===== src/rtl/mux_n_pipe_if.sv =====
// Handshake bundle for mux_n_pipe: upstream select/data and downstream result.
// master drives the inputs and consumes the result; slave is the mux itself.
interface mux_n_pipe_if #(
   parameter int unsigned WIDTH = 32,
   parameter int unsigned N     = 3
);
   localparam int unsigned SEL_W = (N > 1) ? $clog2(N) : 1;

   logic               in_valid;
   logic               in_ready;
   logic [SEL_W-1:0]   sel;
   logic [N*WIDTH-1:0] d;
   logic               out_valid;
   logic               out_ready;
   logic [WIDTH-1:0]   y;
   logic               y_err;

   modport master (
      output in_valid, sel, d, out_ready,
      input  in_ready, out_valid, y, y_err
   );

   modport slave (
      input  in_valid, sel, d, out_ready,
      output in_ready, out_valid, y, y_err
   );
endinterface


===== src/rtl/mux_n_pipe.sv =====
// N-input select mux with a registered output and one skid entry behind it.
// Out-of-range selects pass d[0] flagged as an error and bump a saturating counter.
module mux_n_pipe #(
   parameter int unsigned WIDTH = 32,
   parameter int unsigned N     = 3,
   parameter int unsigned CNT_W = 8
) (
   input  logic             clk,
   input  logic             reset,
   input  logic             flush,
   mux_n_pipe_if.slave      bus,
   output logic [CNT_W-1:0] err_cnt
);
   localparam int unsigned SEL_W = (N > 1) ? $clog2(N) : 1;

   // Occupancy: ST_ONE = output register only, ST_FULL = output plus skid entry
   typedef enum logic [1:0] {
      ST_EMPTY,
      ST_ONE,
      ST_FULL
   } state_t;

   state_t             state_q, state_d;
   logic [WIDTH-1:0]   y_q, y_d;
   logic               y_err_q, y_err_d;
   logic [WIDTH-1:0]   skid_data_q, skid_data_d;
   logic               skid_err_q, skid_err_d;
   logic [CNT_W-1:0]   err_cnt_q, err_cnt_d;

   logic               accept;
   logic [WIDTH-1:0]   sel_data;
   logic               sel_err;

   assign bus.in_ready  = (state_q != ST_FULL);
   assign bus.out_valid = (state_q != ST_EMPTY);
   assign bus.y         = y_q;
   assign bus.y_err     = y_err_q;
   assign err_cnt       = err_cnt_q;

   assign accept = bus.in_valid && bus.in_ready;

   always_comb begin
      sel_err  = !(32'(bus.sel) < N);
      sel_data = bus.d[WIDTH-1:0];
      for (int unsigned i = 0; i < N; i++) begin
         if (32'(bus.sel) == i) begin
            sel_data = bus.d[i*WIDTH +: WIDTH];
         end
      end
   end

   always_comb begin
      state_d     = state_q;
      y_d         = y_q;
      y_err_d     = y_err_q;
      skid_data_d = skid_data_q;
      skid_err_d  = skid_err_q;
      if (flush) begin
         state_d = ST_EMPTY;
      end else begin
         unique case (state_q)
            ST_EMPTY: begin
               if (accept) begin
                  state_d = ST_ONE;
                  y_d     = sel_data;
                  y_err_d = sel_err;
               end
            end
            ST_ONE: begin
               if (bus.out_ready) begin
                  if (accept) begin
                     y_d     = sel_data;
                     y_err_d = sel_err;
                  end else begin
                     state_d = ST_EMPTY;
                  end
               end else if (accept) begin
                  state_d     = ST_FULL;
                  skid_data_d = sel_data;
                  skid_err_d  = sel_err;
               end
            end
            ST_FULL: begin
               // in_ready is low here, so only the skid entry can advance
               if (bus.out_ready) begin
                  state_d = ST_ONE;
                  y_d     = skid_data_q;
                  y_err_d = skid_err_q;
               end
            end
            default: state_d = ST_EMPTY;
         endcase
      end
   end

   always_comb begin
      err_cnt_d = err_cnt_q;
      if (accept && sel_err && (err_cnt_q != '1)) begin
         err_cnt_d = err_cnt_q + 1'b1;
      end
   end

   always_ff @(posedge clk) begin
      if (reset) begin
         state_q     <= ST_EMPTY;
         y_q         <= '0;
         y_err_q     <= 1'b0;
         skid_data_q <= '0;
         skid_err_q  <= 1'b0;
         err_cnt_q   <= '0;
      end else begin
         state_q     <= state_d;
         y_q         <= y_d;
         y_err_q     <= y_err_d;
         skid_data_q <= skid_data_d;
         skid_err_q  <= skid_err_d;
         err_cnt_q   <= err_cnt_d;
      end
   end
endmodule


===== src/flat_wrapper.sv =====
// flat-port wrapper written by rule: the top's interface ports become plain ports
module mux_n_pipe_flat 
#(
   parameter int unsigned WIDTH = 32,
   parameter int unsigned N     = 3,
   parameter int unsigned CNT_W = 8
)
  (clk, reset, flush, err_cnt, bus_in_valid, bus_sel, bus_d, bus_out_ready, bus_in_ready, bus_out_valid, bus_y, bus_y_err);
  mux_n_pipe_if #(.WIDTH(WIDTH), .N(N)) bus_i ();
  input  logic clk;
  input  logic reset;
  input  logic flush;
  output logic [CNT_W-1:0] err_cnt;
  input wire logic [$bits(bus_i.in_valid)-1:0] bus_in_valid;
  input wire logic [$bits(bus_i.sel)-1:0] bus_sel;
  input wire logic [$bits(bus_i.d)-1:0] bus_d;
  input wire logic [$bits(bus_i.out_ready)-1:0] bus_out_ready;
  output wire logic [$bits(bus_i.in_ready)-1:0] bus_in_ready;
  output wire logic [$bits(bus_i.out_valid)-1:0] bus_out_valid;
  output wire logic [$bits(bus_i.y)-1:0] bus_y;
  output wire logic [$bits(bus_i.y_err)-1:0] bus_y_err;
  assign bus_i.in_valid = bus_in_valid;
  assign bus_i.sel = bus_sel;
  assign bus_i.d = bus_d;
  assign bus_i.out_ready = bus_out_ready;
  assign bus_in_ready = bus_i.in_ready;
  assign bus_out_valid = bus_i.out_valid;
  assign bus_y = bus_i.y;
  assign bus_y_err = bus_i.y_err;
  mux_n_pipe #(.WIDTH(WIDTH), .N(N), .CNT_W(CNT_W)) u_core (.clk(clk), .reset(reset), .flush(flush), .bus(bus_i), .err_cnt(err_cnt));
endmodule

===== config.mk =====
export PLATFORM = sky130hd
export DESIGN_NAME = mux_n_pipe_flat
export DESIGN_NICKNAME = d
export VERILOG_FILES = /design/src/rtl/mux_n_pipe_if.sv /design/src/rtl/mux_n_pipe.sv /design/src/flat_wrapper.sv
export SDC_FILE = /design/constraint.sdc
export NUM_CORES = 1
export LEC_CHECK = 0
export CAP_MARGIN = 20
export CORE_ASPECT_RATIO = 2
export CORE_MARGIN = 2
export CORE_UTILIZATION = 48
export CTS_BUF_LIST = sky130_fd_sc_hd__clkbuf_4 sky130_fd_sc_hd__clkbuf_8
export CTS_CLUSTER_DIAMETER = 50
export DETAILED_ROUTE_END_ITERATION = 12
export PLACE_DENSITY = 0.83
export SYNTH_ARGS = -nofsm -noshare
export SYNTH_HDL_FRONTEND = slang
export SYNTH_SLANG_ARGS = --single-unit

===== constraint.sdc =====
create_clock -name clk -period 1.9 [get_ports clk]
set_input_delay 0.38 -clock clk [delete_from_list [all_inputs] [get_ports clk]]
set_output_delay 0.38 -clock clk [all_outputs]
set_load 0.01 [all_outputs]

==> impl_metrics.env, run 1 <==
export IMPL_rows=49
export IMPL_rr_worst_depth=5
export IMPL_grt_pass1_wl_mm=21.0
export IMPL_drtPass1Iterations=6
export IMPL_place_hpwl_mm=9.66
export IMPL_synth_xor_xnor_area_share=0.00589
export IMPL_wl_per_cell_um=17.4
export IMPL_min_to="u_core.state_q[0]"
export IMPL_cts_made_buffers=9
export IMPL_hold_slack_ns=0.280
export IMPL_post_cts_setup_buffers=0
export IMPL_synth_area_mux_share=0.218
export IMPL_ir_drop_mv=0.413
export IMPL_finalMaxSlewViolations=0
export IMPL_cts_sinks=76
export IMPL_ff2ff_setup_slack_ns=0.30
export IMPL_io_pins=146
export IMPL_design_area_um2=6260
export IMPL_syn_nets=602
export IMPL_worstHoldPathType="in2reg"
export IMPL_coreArea_um2=9010
export IMPL_clock_latency_ns=0.35
export IMPL_hold_viol=0
export IMPL_critPathLaunch="u_core.state_q[1]"
export IMPL_synth_cell_area_um2=4460
export IMPL_synth_compound_area_share=0.225
export IMPL_synth_cell_types=41
export IMPL_max_slew_margin=0.743
export IMPL_syn_avg_cell_area_um2=8.95
export IMPL_synthTopCellsByArea="dfxtp_1 (34%), mux2i_1 (22%), a221oi_2 (9.8%)"
export IMPL_maxCapViolCount=0
export IMPL_rsz0062_at_grt="no"
export IMPL_grt_ovfl_total=0
export IMPL_nets=741
export IMPL_die_h_um=140
export IMPL_crit_type="reg2out"
export IMPL_period_needed_ns=1.85
export IMPL_skew_ns=0.00300
export IMPL_tightestPinTransition_ns=0.374
export IMPL_hold_depth=2
export IMPL_period_share=0.971
export IMPL_synth_top_area_frac=0.341
export IMPL_start_kind="flip-flop"
export IMPL_grt_start_max_net_pins=39
export IMPL_finalSetupTns_ns=0
export IMPL_yosys_register_bits=76
export IMPL_layout_drive_gt1_share=0.137
export IMPL_post_dp_cell_area_um2=6060
export IMPL_hold_buffers=0
export IMPL_cp_required_ns=1.52
export IMPL_cts_root_buf="clkbuf_8"
export IMPL_ys_warnings_count=0
export IMPL_h_tree_depth=3
export IMPL_cts_tree="yes"
export IMPL_vias=4247
export IMPL_port_buffers=145
export IMPL_ant_nets=0
export IMPL_clockBufferDepth=2
export IMPL_synthAdderAreaFrac=0.00281
export IMPL_antenna_found_initial=1
export IMPL_start_util=0.495
export IMPL_worstPathCellList="or2_2, clkdlybuf4s50_1"
export IMPL_grt_usage=0.262
export IMPL_grt_pass1_vias=4459
export IMPL_die_x_um=72.1
export IMPL_drc=0
export IMPL_clk_pin_slew_ns=0.07
export IMPL_max_stage_delay_ns=0.48
export IMPL_routed_wl_mm=12.9
export IMPL_via_per_inst=5.71
export IMPL_fill_cells=732
export IMPL_crit_slowest_cell="clkdlybuf4s50_1"
export IMPL_rr_endpoint="u_core.bus.y[5]"
export IMPL_yosys_area_top_type="dfxtp_1"
export IMPL_syn2layout_area_growth_pct=40.4
export IMPL_min_from="flush"
export IMPL_async_flop_share=0
export IMPL_ys_seq_area_frac=0.341
export IMPL_synthSimpleGateAreaFrac=0.121
export IMPL_rr_startpoint="u_core.state_q[0]"
export IMPL_netlist_instances=498
export IMPL_synth_flop_cell="dfxtp_1"
export IMPL_status="complete, no violations"
export IMPL_die_area_um2=10100
export IMPL_regArea_um2=1520
export IMPL_initialDrtViolationCount=265
export IMPL_powerDensity_nw_per_um2=618
export IMPL_multi_input_area_um2=2570
export IMPL_end_kind="output port"
export IMPL_clock_fmax_mhz=542
export IMPL_cts_resized=4
export IMPL_synth_top_family_by_area="compound AO/OA/AOI/OAI gates"
export IMPL_setup_viol=0
export IMPL_path_max_fanout=7
export IMPL_leakagePower_nw=2.48
export IMPL_cp_data_arrival_time_ns=1.47
export IMPL_synth_edf_count=0
export IMPL_gp_congestion=0.821
-- report_power, final --
group	switching, W	internal (W)	total [W]
Clock	0.000558	0.000678	0.00124
Combinational	0.000420	0.000518	0.000939
Sequential	0.0000400	0.00165	0.00169
-- Yosys cell counts, types with 2 or more instances --
cell type / count
a21oi_1: 39
buf_4: 5
or3_1: 4
xor2_1: 3
nand2_1: 100
dfxtp_1: 76
o2111ai_1: 2
inv_1: 33
nor2_1: 4
mux2i_1: 97
buf_6: 6
o21ai_0: 3
a221oi_2: 29
a221oi_1: 3
a211oi_1: 32
nand3_1: 4
and3_1: 3
buf_2: 14
clkbuf_1: 19
-- state kept, by name, indices dropped and copies added, names as in the netlist --
name	flops
u_core.bus.y	32
u_core.err_cnt	8
u_core.state_q	2
u_core.skid_data_q	32
u_core.bus.y_err	1
u_core.skid_err_q	1
-- critical path: cells and delay by family (launching register included) --
kind,cells,cell delay (ns)
and+or+nand+nor,1,0.29
DFF,1,0.35
buffers and inverters,1,0.48
-- worst max-delay path by stage --
stage | endpoint | slack [ns] | depth (start not counted)
final | bus_out_valid | 0.05 | 2
after global routing | bus_out_valid | 0.02 | 2
after CTS | bus_out_valid | 0.03 | 2
after detailed placement | u_core.bus.y[0] | -0.15 | 6
after global placement | u_core.bus.y[31] | -0.09 | 6
after floorplan | u_core.err_cnt[6] | 0.40 | 5
-- through the flow --
| step | instances | setup WS (ns) | util | power (W) |
|---|---|---|---|---|
| 5_1_grt | 744 | 0.0208 | 0.694 | 0.00404 |
| 3_5_place_dp | 728 | -0.151 | 0.672 | 0.00267 |
| 2_1_floorplan | 498 | 0.400 | - | 0.00221 |
| 4_1_cts | 743 | 0.0306 | 0.694 | 0.00389 |
| 6_report | 744 | 0.0544 | 0.694 | 0.00387 |
| 3_3_place_gp | 728 | -0.0907 | 0.672 | 0.00263 |
-- logic make-up after synthesis --
logic type	Yosys count
buf+inv	79
compound gates	115
mux	97
simple gates	127
flops	76
fa+ha+maj	1
xor+xnor	3
-- routing by layer --
metal / track usage / wire, um
met1: 0.279 / 4610
met2: 0.475 / 7290
met3: 0.0446 / 638
met4: 0.134 / 406
met5: 0 / 0
-- placed cells by master (no fill, tap or decap), types with 2 or more instances in the layout --
cell type / n
a211oi_1: 32
a21oi_1: 39
a221oi_1: 3
a221oi_2: 29
and3_1: 3
buf_12: 5
buf_2: 2
buf_4: 25
clkbuf_4: 3
clkbuf_8: 10
clkdlybuf4s50_1: 140
dfxtp_1: 74
dfxtp_2: 2
inv_1: 33
mux2i_1: 97
nand2_1: 100
nand3_1: 4
nor2_1: 4
o2111ai_1: 2
o21ai_0: 3
or2_2: 2
or3_1: 4
xor2_1: 3
-- cell type report --
| cell class | count | share of cell area |
|---|---|---|
| diodes | 1 | 0.000400 |
| clock buffers | 13 | 0.0256 |
| clock inverters | 2 | 0.00560 |
| inverters | 34 | 0.0212 |
| multi-input cells | 343 | 0.410 |
| flip-flops and latches | 76 | 0.244 |
| well taps | 102 | 0.0204 |
| repair buffers | 173 | 0.273 |
Note: power is estimated with default switching activity, not from simulation.
==> run 2, diff against run 1 <==
Settings changed: ABC_CLOCK_PERIOD_IN_PS from default to 1900.
==> results of run 2 <==
Same layout as run 1: the final DEF is identical, and so are final timing and power.
==> RTL change: new RTL, config.mk and constraints of run 1 <==
`N` is set to 3 in 3 places; all go to 6.
--- a/src/rtl/mux_n_pipe_if.sv
+++ b/src/rtl/mux_n_pipe_if.sv
@@ -3,5 +3,5 @@
 interface mux_n_pipe_if #(
    parameter int unsigned WIDTH = 32,
-   parameter int unsigned N     = 3
+   parameter int unsigned N     = 6
 );
    localparam int unsigned SEL_W = (N > 1) ? $clog2(N) : 1;
--- a/src/rtl/mux_n_pipe.sv
+++ b/src/rtl/mux_n_pipe.sv
@@ -3,5 +3,5 @@
 module mux_n_pipe #(
    parameter int unsigned WIDTH = 32,
-   parameter int unsigned N     = 3,
+   parameter int unsigned N     = 6,
    parameter int unsigned CNT_W = 8
 ) (
--- a/src/flat_wrapper.sv
+++ b/src/flat_wrapper.sv
@@ -3,5 +3,5 @@
 #(
    parameter int unsigned WIDTH = 32,
-   parameter int unsigned N     = 3,
+   parameter int unsigned N     = 6,
    parameter int unsigned CNT_W = 8
 )
Interface: changed (resized bus_d and bus_sel); port bits go from 146 to 243. The function was not compared with the original's and may differ.
==> RTL change against run 1 <==
The run now ends with setup timing left. Die area is 26% higher. Final cell count up 53%. Area after synthesis grew 27%. Wire length is 100% higher. Worst setup slack got worse by 0.091 ns. Power rose by 20%. Synthesized cell count grew 42%. Sequential cell count unchanged. Final area rose by 48%. Highest routed layer unchanged.
==> RTL change: results (changes against run 1) <==
run status finished with violations; failing checks setup timing; Global Route Usage Sum 39.64% (+13 points); Synth Area in Compound Gates 37.71% (+15 points); switching part of the total 28.80% (+2.5 points); Pre-antenna DRT Iters 5 (-1); sequential area share after synthesis 26.93% (-7.2 points); Final WS setup -0.03645 ns (-0.09090 ns); Post-Place Cells 1108 (+52%); vias in the first global route 7356 (+65%); # setup viols final 1 (+1); GPL Wtd Cong 1.010 (+23%); FF-to-FF setup slack 0.17 ns (-0.13 ns); CP max stage cell a222oi_1; largest net degree at the start of global routing 109 (+180%); Detailed Route Iter0 Violations 886 (+230%); fillers 854 (+17%); RR Endpoint u_core.err_cnt[3]; maximum VDD drop 480.5 µV (+16%); Leak 0.003452 µW (+39%); CP Launch Point bus_sel[2]; number of nets in the layout 1188 (+60%); Tightest Pin Transition 0.9018 ns (+0.5276 ns); Worst path max stage delay 0.79 ns (+0.31 ns); number of port buffers 242 (+67%); syn nets 909 (+51%); Setup crit end u_core.bus.y[5]; pre-CTS setup slack -0.6996 ns (-0.5487 ns); vias post-DR 7311 (+72%); CP Max Fanout 6 (-1); Worst Skew 0.004509 ns (+0.001511 ns); r2r worst-path depth 4 (-1); syn_area_per_cell 7.981 µm² (-11%); top post-synthesis cells by area dfxtp_1 (27%), o21ai_0 (5.9%), mux2i_1 (5.8%), a222oi_1 (5.7%), a32o_1 (5.7%); Gate power share 35.2% (+11 points); hpwl dp 19080 µm (+98%); Final Routed Wirelength 25830 µm (+100%); hold worst-path end u_core.skid_err_q; clock group power 1340 µW (+8%); Hold WS 0.4550 ns (+0.1748 ns); initial antenna violation count 5 (+4); Hold Crit Start bus_sel[1]; setup TNS -0.03645 ns (-0.03645 ns)
-- RTL change: cell types whose count changed in the layout (fill, tap and decap cells not counted), sizes merged, moves of 33 or more --
cell / delta
buf: +79
clkdlybuf4s50: +92
mux2i: -64
nand2: -96
nand2b: +34
nand3: +33
nor2b: +34
o21ai: +65
-- RTL change: per-layer routing --
metal / global-route usage (%) / up-vias / wire length (µm)
met3: 5.390 / 143 / 1779
met4: 31.48 / 0 / 2481
met2: 69.92 / 490 / 12990
met1: 40.59 / 3410 / 8576
li1: - / 3268 / -
met5: 0 / - / 0
-- RTL change: layout make-up --
type	count	share of cell area (%)
multi-input combinational	512	39.66
timing repair buffer	351	37.94
sequential	76	16.48
tap	145	1.959
inverter	37	1.500
clock buffer	9	1.338
clock inverter	7	0.9864
antenna	5	0.1351
-- RTL change: repair_timing --
item                                    4_1_cts  5_1_grt
endpoints found under the setup margin       57        4
buffers inserted                              0       11
gates cloned                                  0        2
gates resized for setup                       8       31
pin swaps                                     1        3
endpoints found under the hold margin         0        0
